`config.mk`:
```
export PLATFORM = sky130hd
export DESIGN_NAME = npu_layer_seq
export DESIGN_NICKNAME = d
export VERILOG_FILES = /design/src/rtl/npu_layer_seq.sv
export SDC_FILE = /design/constraint.sdc
export NUM_CORES = 1
export LEC_CHECK = 0
export ABC_AREA = 1
export BUFFER_PORTS_ARGS = -buffer_cell sky130_fd_sc_hd__buf_2
export CORE_UTILIZATION = 40
export DETAILED_ROUTE_END_ITERATION = 10
export PLACE_DENSITY_LB_ADDON = 0.3
export SYNTH_ARGS = -nofsm -noshare
export SYNTH_HDL_FRONTEND = slang
export SYNTH_SLANG_ARGS = --single-unit
```
`constraint.sdc`:
```
create_clock -name clk -period 1.74 [get_ports clk]
set_clock_uncertainty 0.2 [all_clocks]
set_input_delay 0.174 -clock clk [delete_from_list [all_inputs] [get_ports clk]]
set_output_delay 0.174 -clock clk [all_outputs]
set_load 0.1 [all_outputs]
```
`src/rtl/npu_layer_seq.sv`:
```
// Layer sequencer for a two-stage NPU: launches the conv engine, then the fcn engine,
// captures the final logit and keeps sticky done/err status plus a saturating run count.
module npu_layer_seq #(
    parameter int TIMEOUT = 4096,
    parameter int RES_W   = 24
) (
    input  logic                    clk,
    input  logic                    rst,
    input  logic                    cmd_valid,
    input  logic [1:0]              cmd_op,
    output logic                    cmd_ready,
    output logic                    conv_start,
    input  logic                    conv_done,
    output logic                    fcn_start,
    input  logic                    fcn_done,
    input  logic signed [RES_W-1:0] fcn_logit,
    input  logic                    load_req,
    output logic                    load_grant,
    output logic                    busy,
    output logic                    done,
    output logic                    err,
    output logic signed [RES_W-1:0] result,
    output logic [7:0]              run_count
);

    localparam int CNT_W = $clog2(TIMEOUT + 1);

    localparam logic [1:0] OP_START = 2'b01;
    localparam logic [1:0] OP_ABORT = 2'b10;
    localparam logic [1:0] OP_CLEAR = 2'b11;

    typedef enum logic [2:0] {
        IDLE,
        CONV_START,
        CONV_WAIT,
        FCN_START,
        FCN_WAIT
    } state_t;

    state_t             state;
    state_t             state_next;
    logic [CNT_W-1:0]   wait_cnt;

    logic cmd_start;
    logic cmd_abort;
    logic cmd_clear;
    logic in_wait;
    logic wait_hit;
    logic wait_expired;
    logic run_begin;
    logic run_complete;
    logic run_timeout;

    assign cmd_start = cmd_valid && (cmd_op == OP_START);
    assign cmd_abort = cmd_valid && (cmd_op == OP_ABORT);
    assign cmd_clear = cmd_valid && (cmd_op == OP_CLEAR);

    // Each engine's done only counts inside its own WAIT state; elsewhere it is dropped.
    assign in_wait      = (state == CONV_WAIT) || (state == FCN_WAIT);
    assign wait_hit     = ((state == CONV_WAIT) && conv_done) || ((state == FCN_WAIT) && fcn_done);
    assign wait_expired = in_wait && !wait_hit && (wait_cnt == CNT_W'(TIMEOUT - 1));

    // NOTE: every signal driven here gets a default first, so no path leaves it unassigned
    // and no latch is inferred.
    always_comb begin
        state_next   = state;
        run_begin    = 1'b0;
        run_complete = 1'b0;
        run_timeout  = 1'b0;
        unique case (state)
            IDLE: begin
                if (cmd_start) begin
                    state_next = CONV_START;
                    run_begin  = 1'b1;
                end
            end
            CONV_START: state_next = CONV_WAIT;
            CONV_WAIT: begin
                if (wait_hit) begin
                    state_next = FCN_START;
                end else if (wait_expired) begin
                    state_next  = IDLE;
                    run_timeout = 1'b1;
                end
            end
            FCN_START: state_next = FCN_WAIT;
            FCN_WAIT: begin
                if (wait_hit) begin
                    state_next   = IDLE;
                    run_complete = 1'b1;
                end else if (wait_expired) begin
                    state_next  = IDLE;
                    run_timeout = 1'b1;
                end
            end
            default: state_next = IDLE;
        endcase
        // Abort outranks a same-cycle completion or timeout: the run leaves no trace.
        if (cmd_abort && (state != IDLE)) begin
            state_next   = IDLE;
            run_complete = 1'b0;
            run_timeout  = 1'b0;
        end
    end

    // NOTE: sequential state uses non-blocking assignments so every register samples
    // pre-edge values regardless of statement order.
    always_ff @(posedge clk) begin
        if (rst) begin
            state     <= IDLE;
            wait_cnt  <= '0;
            done      <= 1'b0;
            err       <= 1'b0;
            result    <= '0;
            run_count <= '0;
        end else begin
            state <= state_next;

            // Counter restarts whenever a WAIT state is entered or left.
            if (in_wait && (state_next == state)) begin
                wait_cnt <= wait_cnt + CNT_W'(1);
            end else begin
                wait_cnt <= '0;
            end

            if (cmd_clear || run_begin) begin
                done <= 1'b0;
                err  <= 1'b0;
            end
            if (run_complete) begin
                done   <= 1'b1;
                result <= fcn_logit;
                if (run_count != 8'hFF) begin
                    run_count <= run_count + 8'd1;
                end
            end
            if (run_timeout) begin
                err <= 1'b1;
            end
        end
    end

    assign cmd_ready  = 1'b1;
    assign conv_start = (state == CONV_START);
    assign fcn_start  = (state == FCN_START);
    assign busy       = (state != IDLE);
    assign load_grant = load_req && (state == IDLE);

endmodule

```
==> results of run 1 <==
[cells by family after synthesis]
group	Yosys count	share of synthesized area [%]
AND/OR/NAND/NOR	141	33.3
flip-flops	50	45.2
AO/OA/AOI/OAI	42	10.0
buffers and inverters	31	6.21
XOR/XNOR	10	3.96
adder cells (fa/ha/maj)	2	1.13
other	1	0.169
[cells in the mapped netlist]
cell,count
nand4_1,3
a21oi_1,8
nor2_4,12
inv_2,1
o31ai_1,1
and3_1,2
nand2_2,6
xnor2_1,3
o21ai_1,1
ha_1,2
dfxtp_1,50
buf_12,1
nor3_1,2
nor3b_2,1
nor2_1,67
inv_1,19
nand3_4,2
clkbuf_1,6
nand3_1,11
nand3_2,1
o21bai_1,1
a21oi_2,1
o21ai_0,28
nand4_2,2
nor2_2,3
clkinv_2,1
conb_1,1
buf_4,1
a31oi_1,2
xor2_1,7
nand2_1,28
nand2_4,1
buf_1,2
[tightest hold or removal path, cell delays in order]
cell and delay (ns):
buf_2 0.10, nand3_1 0.13, nand2_1 0.09, a21oi_1 0.05
[through the flow]
stage               util [%]  power, W
finish                  67.7   0.00244
global placement        56.6   0.00157
detailed placement      56.6   0.00157
floorplan                  -   0.00143
global route            67.7   0.00252
CTS                     64.9   0.00243
[power by group through the flow]
stage               logic, W  clock network, W  registers (W)
floorplan           0.000212                 0        0.00122
global placement    0.000382                 0        0.00119
detailed placement  0.000386                 0        0.00119
CTS                 0.000449          0.000819        0.00116
global route        0.000506          0.000854        0.00116
finish              0.000481          0.000798        0.00116
[repair_timing]
item	4_1_cts	5_1_grt
endpoints found under the setup margin	15	23
resized for setup	12	19
pin swaps	11	18
setup buffers	5	8
hold buffers	25	0
hold endpoints to repair	31	0
[sequential cells by signal, summed over array words and instances, names as in the netlist]
signal	count
wait_cnt	13
result	24
done	1
run_count	8
state	3
err	1
[layer usage]
metal | up-vias | wire length [um] | track usage, %
met4 | 0 | 79 | 5.96
met5 | - | 0 | 0
met3 | 9 | 322 | 5.51
li1 | 1142 | - | -
met1 | 1012 | 2450 | 22.6
met2 | 67 | 2890 | 32.7
[how the worst max path moves through the flow]
stage | cells after the start | end | slack (ns) | from
2_1_floorplan | 8 | wait_cnt[4]$_SDFF_PP0_ | -0.44 | state[0]$_SDFF_PP0_
3_3_place_gp | 13 | wait_cnt[6]$_SDFF_PP0_ | -0.007 | wait_cnt[0]$_SDFF_PP0_
3_5_place_dp | 11 | wait_cnt[8]$_SDFF_PP0_ | -0.09 | wait_cnt[0]$_SDFF_PP0_
4_1_cts | 11 | wait_cnt[6]$_SDFF_PP0_ | -0.09 | wait_cnt[1]$_SDFF_PP0_
5_1_grt | 13 | wait_cnt[2]$_SDFF_PP0_ | -0.18 | wait_cnt[0]$_SDFF_PP0_
6_report | 10 | wait_cnt[5]$_SDFF_PP0_ | -0.09 | state[1]$_SDFF_PP0_
[cell type report]
class / instances / area share [%]
well taps: 70 / 2.49
clock buffers: 7 / 2.17
multi-input cells: 196 / 34.9
repair buffers: 131 / 27.7
flip-flops and latches: 50 / 29.4
clock inverters: 1 / 0.853
inverters: 21 / 2.45
==> qor.yml, run 1 <==
power:
  netSwitchingPower_w: 0.000656
  powerDensity_nw_per_um2: 692
  pwr-share-comb_pct: 19.7
  seqPwrFrac_pct: 47.5
  vdd_drop_max_v: 0.000522
  swShare_pct: 26.9
  cellLeakagePower_nw: 1.61
  clockPowerShare_pct: 32.7
  power.internal_w: 0.00178
placement:
  dpl_worst_slack_ns: -0.0950
  dpl_cell_area_sq_um: 2950
  numPortBuffers: 69
  routabilityCongestion: 0.870
  dpl.hpwl_mm: 3.59
  dpl.cell_count: 431
sta:
  timing.hold.ws_ns: 0.0803
  final-setup-viol-count: 14
  period_needed_ns: 1.83
  setup_ws_ns: -0.0919
  setup_tns_ns: -0.965
  finalHoldViolCount: 0
  rsz0062_at_grt: "yes"
  fmax_ghz: 0.546
  period_share_pct: 105
  maxSlewViolCount: 0
worst_setup_path:
  r2r_setup_slack_ns: -0.09
  crit_type: "reg2reg"
  crit_buf_inv: 1
  crit_path_start_kind: "flop"
  slowest_stage: "dfxtp_2"
  crit_fanout: 7
  required_ns: 1.78
  worstSetupEndpointType: "flop"
  rr_startpoint: "state[1]$_SDFF_PP0_"
  r2r_cells: 10
  cp.arrival_ns: 1.87
  r2r-end: "wait_cnt[5]$_SDFF_PP0_"
  max_stage_delay_ns: 0.37
  cp_top_family: "simple AND/OR/NAND/NOR gates"
  crit_top_cell: "nor2_4"
  path_cells: "nor2_4, nand3_2, nand2_2, nor2_4, o21bai_1, nand3_1, nand2_2, nand2_4, buf_12, nor2_4"
layout:
  n_fill_cell: 418
  num_antenna_cells: 0
  nets: 439
  fin_area_sq_um: 3520
  layout_commonest_cell: "buf_2"
  final_cell_mix: "buf_2 (65), nor2_1 (58), dfxtp_1 (37)"
  area_growth_pct: 59.0
  multi_input_area_sq_um: 1230
  regArea_sq_um: 1040
  drive_above_1_share_pct: 44.6
  fin_cells: 476
synth:
  synth.largest_area_cell: "dfxtp_1"
  synth.avg_cell_area_sq_um: 8.00
  synthesis.nets: 311
  yosys_warnings: 0
  synth-seq-cells: 50
  yosysUniqueCellTypes: 33
  syn_inst: 277
  synthTopCellsByArea: "dfxtp_1 (45%), nor2_1 (11%), o21ai_0 (6.3%), nor2_4 (6.1%), nand2_1 (4.7%)"
  synth-seq-area-share_pct: 45.2
  synth_area_sq_um: 2210
  synth_top_area_share_pct: 45.2
grt:
  antenna_found_initial: 0
  grt_pass1_wl_mm: 9.07
  grt_max_degree: 31
  grt-ovfl-total: 0
  grt_usage_pct: 19.0
  grt_pass1_vias: 2108
clocking:
  clk_latency_ns: 0.30
  cts.sinks: 50
  clock_path_buffers: 2
  htree_num_levels: 2
  cts_root_buffer: "clkbuf_8"
  clk_pin_slew_ns: 0.09
  numCtsBuffers: 5
  cts_tree: "done"
drt:
  drt.antenna.violating_nets: 0
  post_drt_wl_per_cell_um: 12.0
  vias: 2230
  drc_errors: 0
  firstDrtPassIters: 4
  vias_per_cell: 4.68
  wirelength_mm: 5.74
  drt_iter0_drc: 63
status:
  violations: "setup timing"
  run_status: "complete, but fails checks"
die:
  dieArea_sq_um: 5840
  die_h_um: 76.4
  start_util_pct: 42.5
  rows: 26
  die_w_um: 76.4
  core_sq_um: 5200
  io_pins: 71
worst_hold_path:
  min_to: "done$_SDFFE_PP0P_"
  min-delay-start: "cmd_op[0]"
  hp-class: "in2reg"
  whs_path_depth: 4
flow_run:
  cap_violations: 0
Note: power is estimated with default switching activity, not from simulation.
==> run 2, diff against run 1 <==
==> constraint.sdc (replaced) <==
create_clock -name clk -period 1.6 [get_ports clk]
set_clock_uncertainty 0.2 [all_clocks]
set_input_delay 0.16 -clock clk [delete_from_list [all_inputs] [get_ports clk]]
set_output_delay 0.16 -clock clk [all_outputs]
set_load 0.1 [all_outputs]
==> qor.yml, run 2 (same netlist as run 1, synthesis figures left out) <==
power:
  netSwitchingPower_w: 0.000863  # was 0.000656 W
  vdd_drop_max_v: 0.000609  # was 0.000522 V
  seqPwrFrac_pct: 44.1  # was 47.5%
  powerDensity_nw_per_um2: 698  # was 692 nW/um^2
  pwr-share-comb_pct: 22.5  # was 19.7%
  cellLeakagePower_nw: 1.78  # was 1.61 nW
  clockPowerShare_pct: 33.3  # was 32.7%
  power.internal_w: 0.00200  # was 0.00178 W
  swShare_pct: 30.1  # was 26.9%
layout:
  regMostFlops: "result"  # unchanged
  largest_register_ff_count: 24  # unchanged
  fin_cells: 507  # was 476
  reg.largest.list: "result (24), wait_cnt (13), run_count (8)"  # unchanged
  area_growth_pct: 85.4  # was 59.0%
  nets: 470  # was 439
  final_cell_mix: "buf_2 (64), nor2_1 (59), buf_4 (46)"  # was buf_2 (65), nor2_1 (58), dfxtp_1 (37)
  layout_commonest_cell: "buf_2"  # unchanged
  drive_above_1_share_pct: 56.8  # was 44.6%
  num_antenna_cells: 0  # unchanged
sta:
  period_needed_ns: 1.95  # was 1.83 ns
  max_slew_margin_pct: 66.0
  finalHoldViolCount: 0  # unchanged
  worstMarginPinSlew_ns: 0.514
  period_share_pct: 122  # was 105%
  timing.hold.ws_ns: 0.251  # was 0.0803 ns
  final-setup-viol-count: 52  # was 14
  setup_tns_ns: -11.29  # was -0.965 ns
  maxSlewViolCount: 0  # unchanged
  setup_ws_ns: -0.355  # was -0.0919 ns
  fmax_ghz: 0.512  # was 0.546 GHz
  rsz0062_at_grt: "yes"  # unchanged
grt:
  grt_pass1_vias: 2319  # was 2108
  grt-ovfl-total: 0  # unchanged
  antenna_found_initial: 0  # unchanged
  grt_pass1_wl_mm: 10.6  # was 9.07 mm
  grt_max_degree: 26  # was 31
  grt_usage_pct: 22.4  # was 19.0%
drt:
  drt.antenna.violating_nets: 0  # unchanged
  firstDrtPassIters: 7  # was 4
  wirelength_mm: 8.86  # was 5.74 mm
  vias_per_cell: 5.25  # was 4.68
  vias: 2664  # was 2230
  drt_iter0_drc: 122  # was 63
  drc_errors: 0  # unchanged
  post_drt_wl_per_cell_um: 17.5  # was 12.0 um
worst_hold_path:
  hp-class: "in2reg"  # unchanged
  whs_path_depth: 6  # was 4
  min_to: "run_count[3]$_SDFFE_PP0P_"  # was done$_SDFFE_PP0P_
  min-delay-start: "cmd_valid"  # was cmd_op[0]
worst_setup_path:
  r2r-end: "wait_cnt[0]$_SDFF_PP0_"  # was wait_cnt[5]$_SDFF_PP0_
  r2r_cells: 13  # was 10
  worstSetupEndpointType: "flop"  # unchanged
  rr_startpoint: "state[0]$_SDFF_PP0_"  # was state[1]$_SDFF_PP0_
  cp.arrival_ns: 2.00  # was 1.87 ns
  crit_path_start_kind: "flop"  # unchanged
  critPathLaunch: "state[0]$_SDFF_PP0_"  # was state[1]$_SDFF_PP0_
  r2r_setup_slack_ns: -0.35  # was -0.09 ns
  crit_type: "reg2reg"  # unchanged
  crit_fanout: 5  # was 7
  required_ns: 1.64  # was 1.78 ns
die:
  start_util_pct: 42.5  # unchanged
  die_w_um: 76.4  # unchanged
  core_sq_um: 5200  # unchanged
  die_h_um: 76.4  # unchanged
  dieArea_sq_um: 5840  # unchanged
  rows: 26  # unchanged
  io_pins: 71  # unchanged
clocking:
  cts_root_buffer: "clkbuf_8"  # unchanged
  clk_latency_ns: 0.32  # was 0.30 ns
  clock_path_buffers: 2  # unchanged
  cts.sinks: 50  # unchanged
  numCtsBuffers: 5  # unchanged
  clk_pin_slew_ns: 0.10  # was 0.09 ns
  cts_tree: "done"  # unchanged
  htree_num_levels: 2  # unchanged
flow_run:
  cap_violations: 0  # unchanged
placement:
  dpl.hpwl_mm: 3.86  # was 3.59 mm
  dpl.cell_count: 453  # was 431
  numPortBuffers: 69  # unchanged
  dpl_worst_slack_ns: -0.203  # was -0.0950 ns
  routabilityCongestion: 0.782  # was 0.870
status:
  run_status: "complete, but fails checks"  # unchanged
  violations: "setup timing"  # unchanged
run 2: power by group through the flow:
stage	logic (W)	clock network (W)	registers, W
after floorplan	0.000240	0	0.00133
after global placement	0.000451	0	0.00129
after detailed placement	0.000458	0	0.00129
after CTS	0.000568	0.000949	0.00126
after global routing	0.000665	0.00100	0.00127
final	0.000646	0.000955	0.00127
run 2: timing repair:
| item | 4_1_cts | 5_1_grt |
|---|---|---|
| gates cloned | 0 | 5 |
| gates resized for setup | 33 | 81 |
| setup buffers | 6 | 10 |
| endpoints found under the setup margin | 48 | 54 |
| pin swaps | 16 | 32 |
| hold buffers | 25 | 0 |
| hold endpoints to repair | 31 | 0 |
run 2: worst max-delay path by stage:
stage,end,cells after the start
3_3_place_gp,wait_cnt[2]$_SDFF_PP0_,13
5_1_grt,wait_cnt[0]$_SDFF_PP0_,13
3_5_place_dp,wait_cnt[2]$_SDFF_PP0_,12
2_1_floorplan,wait_cnt[4]$_SDFF_PP0_,8
6_report,wait_cnt[0]$_SDFF_PP0_,13
4_1_cts,wait_cnt[3]$_SDFF_PP0_,14
run 2: worst max-delay path: stages, from the launching register on:
cell	delay (ns)
dfxtp_4	0.39
nor2_4	0.14
buf_6	0.13
nand2_2	0.07
nor2_2	0.13
nand2_1	0.09
nand2_2	0.10
nand2_2	0.07
nand2_2	0.07
nand2_2	0.08
nor2_4	0.11
nand2_4	0.07
buf_6	0.14
nor2_1	0.10
run 2: area by class of cell:
type	instances	area, sq um
tap	70	87.6
fill	267	1100
multi-input combinational	196	1420
timing repair buffer	162	1340
clock inverter	3	47.5
clock buffer	5	68.8
sequential	50	1040
inverter	21	96.3
run 2: stage by stage:
step / instance area (sq um) / power [W] / util, %
floorplan: 2330 / 0.00157 / -
global placement: 3160 / 0.00174 / 60.7
detailed placement: 3160 / 0.00175 / 60.7
CTS: 3710 / 0.00278 / 71.2
global route: 4110 / 0.00293 / 78.9
finish: 4110 / 0.00287 / 78.9
run 2: metal layers:
metal / part of all wire [%] / track usage (%)
met1: 37 / 25.7
met2: 52 / 40.3
met3: 5.9 / 5.87
met4: 5.6 / 6.73
met5: 0 / 0
==> run 3, diff against run 2 <==
--- a/config.mk
+++ b/config.mk
@@ -8,6 +8,7 @@
 export ABC_AREA = 1
 export BUFFER_PORTS_ARGS = -buffer_cell sky130_fd_sc_hd__buf_2
 export CORE_UTILIZATION = 40
+export CTS_CLUSTER_SIZE = 12
 export DETAILED_ROUTE_END_ITERATION = 10
 export PLACE_DENSITY_LB_ADDON = 0.3
 export SYNTH_ARGS = -nofsm -noshare
==> constraint.sdc (replaced) <==
create_clock -name clk -period 2.3 [get_ports clk]
set_clock_uncertainty 0.2 [all_clocks]
set_input_delay 0.23 -clock clk [delete_from_list [all_inputs] [get_ports clk]]
set_output_delay 0.23 -clock clk [all_outputs]
set_load 0.1 [all_outputs]
==> qor.yml, run 3 (same netlist as run 1, synthesis figures left out) <==
sta:
  period_share_pct: 88.3  # was 122%
  period_needed_ns: 2.03  # was 1.95 ns
  finalHoldViolCount: 0  # unchanged
  setup_tns_ns: 0  # was -11.29 ns
  final-setup-viol-count: 0  # was 52
  fmax_ghz: 0.492  # was 0.512 GHz
  maxSlewViolCount: 0  # unchanged
  rsz0062_at_grt: "no"  # was yes
  setup_ws_ns: 0.268  # was -0.355 ns
power:
  vdd_drop_max_v: 0.000420  # was 0.000609 V
  power.internal_w: 0.00117  # was 0.00200 W
  cellLeakagePower_nw: 1.37  # was 1.78 nW
  seqPwrFrac_pct: 53.6  # was 44.1%
  clockPowerShare_pct: 30.5  # was 33.3%
  swShare_pct: 29.3  # was 30.1%
  netSwitchingPower_w: 0.000484  # was 0.000863 W
  pwr-share-comb_pct: 15.9  # was 22.5%
  powerDensity_nw_per_um2: 556  # was 698 nW/um^2
worst_hold_path:
  min-delay-start: "cmd_op[0]"  # was cmd_valid
  hp-class: "in2reg"  # unchanged
  min_to: "err$_SDFFE_PP0P_"  # was run_count[3]$_SDFFE_PP0P_
  whs_path_depth: 4  # was 6
clocking:
  clk_latency_ns: 0.30  # was 0.32 ns
  post_cts_buffers: 0  # was 6
  numCtsBuffers: 5  # unchanged
  cts_root_buffer: "clkbuf_8"  # unchanged
  cts_tree: "done"  # unchanged
  clk_pin_slew_ns: 0.09  # was 0.10 ns
  cts-resized-gates: 0  # was 33
  htree_num_levels: 2  # unchanged
  cts.sinks: 50  # unchanged
  clock_path_buffers: 2  # unchanged
layout:
  n_fill_cell: 494  # was 267
  reg.largest.list: "result (24), wait_cnt (13), run_count (8)"  # unchanged
  fin_cells: 441  # was 507
  multi_input_area_sq_um: 1090  # was 1420 sq um
  regMostFlops: "result"  # unchanged
  final_cell_mix: "buf_2 (69), nor2_1 (66), dfxtp_1 (48)"  # was buf_2 (64), nor2_1 (59), buf_4 (46)
  area_growth_pct: 34.0  # was 85.4%
  layout_commonest_cell: "buf_2"  # unchanged
  regArea_sq_um: 1000  # was 1040 sq um
  num_antenna_cells: 0  # unchanged
  largest_register_ff_count: 24  # unchanged
  drive_above_1_share_pct: 30.7  # was 56.8%
  nets: 405  # was 470
status:
  run_status: "complete, no violations"  # was complete, but fails checks
die:
  die_h_um: 76.4  # unchanged
  io_pins: 71  # unchanged
  start_util_pct: 42.5  # unchanged
  dieArea_sq_um: 5840  # unchanged
  core_sq_um: 5200  # unchanged
  die_w_um: 76.4  # unchanged
  rows: 26  # unchanged
grt:
  grt-ovfl-total: 0  # unchanged
  grt_pass1_wl_mm: 8.65  # was 10.6 mm
  grt_usage_pct: 18.3  # was 22.4%
  antenna_found_initial: 0  # unchanged
  grt_pass1_vias: 2023  # was 2319
  grt_max_degree: 31  # was 26
drt:
  firstDrtPassIters: 4  # was 7
  wirelength_mm: 5.03  # was 8.86 mm
  vias: 2070  # was 2664
  drc_errors: 0  # unchanged
  drt.antenna.violating_nets: 0  # unchanged
  drt_iter0_drc: 68  # was 122
  vias_per_cell: 4.69  # was 5.25
  post_drt_wl_per_cell_um: 11.4  # was 17.5 um
placement:
  routabilityCongestion: 0.820  # was 0.782
  dpl.hpwl_mm: 3.34  # was 3.86 mm
  dpl_worst_slack_ns: 0.277  # was -0.203 ns
  dpl.cell_count: 409  # was 453
  numPortBuffers: 69  # unchanged
worst_setup_path:
  worstSetupEndpointType: "flop"  # unchanged
  cp.arrival_ns: 2.02  # was 2.00 ns
  crit_type: "reg2reg"  # unchanged
  r2r_cells: 10  # was 13
  r2r-end: "wait_cnt[0]$_SDFF_PP0_"  # unchanged
  crit_path_start_kind: "flop"  # unchanged
  rr_startpoint: "wait_cnt[0]$_SDFF_PP0_"  # was state[0]$_SDFF_PP0_
  r2r_setup_slack_ns: 0.27  # was -0.35 ns
  required_ns: 2.29  # was 1.64 ns
  crit_fanout: 13  # was 5
flow_run:
  cap_violations: 0  # unchanged
## run 3: cell count changes in the layout (fill, tap and decap cells not counted), sizes merged
cell | previous run | this run
buf | 133 | 72
clkbuf | 9 | 5
bufinv | 1 | 0
clkinv | 1 | 2
inv | 22 | 21
## run 3: worst max-delay path by stage
stage,startpoint,endpoint,slack [ns],cells past startpoint
4_1_cts,wait_cnt[0]$_SDFF_PP0_,wait_cnt[2]$_SDFF_PP0_,0.26,10
3_5_place_dp,wait_cnt[0]$_SDFF_PP0_,wait_cnt[2]$_SDFF_PP0_,0.28,10
5_1_grt,wait_cnt[0]$_SDFF_PP0_,wait_cnt[2]$_SDFF_PP0_,0.07,10
6_report,wait_cnt[0]$_SDFF_PP0_,wait_cnt[0]$_SDFF_PP0_,0.27,10
3_3_place_gp,wait_cnt[0]$_SDFF_PP0_,wait_cnt[0]$_SDFF_PP0_,0.35,10
2_1_floorplan,state[0]$_SDFF_PP0_,wait_cnt[4]$_SDFF_PP0_,0.04,8
## run 3: stage by stage
step | hold slack [ns] | instance area (sq um) | power (W) | util (%)
6_report | 0.108 | 2970 | 0.00165 | 57.0
5_1_grt | 0.137 | 2970 | 0.00172 | 57.0
4_1_cts | 0.107 | 2970 | 0.00167 | 57.0
3_5_place_dp | 0.243 | 2630 | 0.00113 | 50.6
3_3_place_gp | 0.226 | 2630 | 0.00113 | 50.6
2_1_floorplan | 0.165 | 2240 | 0.00108 | -
## run 3: power groups by stage
stage / clock [W] / sequential, W / combinational [W]
after floorplan: 0 / 0.000928 / 0.000156
after global placement: 0 / 0.000905 / 0.000228
final: 0.000503 / 0.000885 / 0.000262
after global routing: 0.000556 / 0.000887 / 0.000278
after detailed placement: 0 / 0.000905 / 0.000228
after CTS: 0.000527 / 0.000885 / 0.000261
## run 3: area by class of cell
class	instances	area share, %
well taps	70	2.95
flip-flops and latches	50	33.8
inverters	21	2.70
repair buffers	97	20.8
multi-input cells	196	36.9
clock inverters	2	0.464
clock buffers	5	2.32
## run 3: worst max-delay path, cell delays in order (launching register included)
cell      delay (ns)
dfxtp_1         0.37
ha_1            0.19
nand2_1         0.07
nor2_2          0.18
nand4_2         0.14
nor2_1          0.15
o21bai_1        0.10
nand3_1         0.07
nand2_1         0.09
nand2_4         0.28
nor2_1          0.07
## run 3: layer usage
layer  track usage (%)  wire length [um]
met3              5.15               202
met5                 0                 0
met4              4.81                36
met2              34.3              2620
met1              20.0              2170
## run 3: timing repair
action,CTS,global route
hold buffers,25,0
setup endpoints to repair,0,0
hold endpoints to repair,27,0
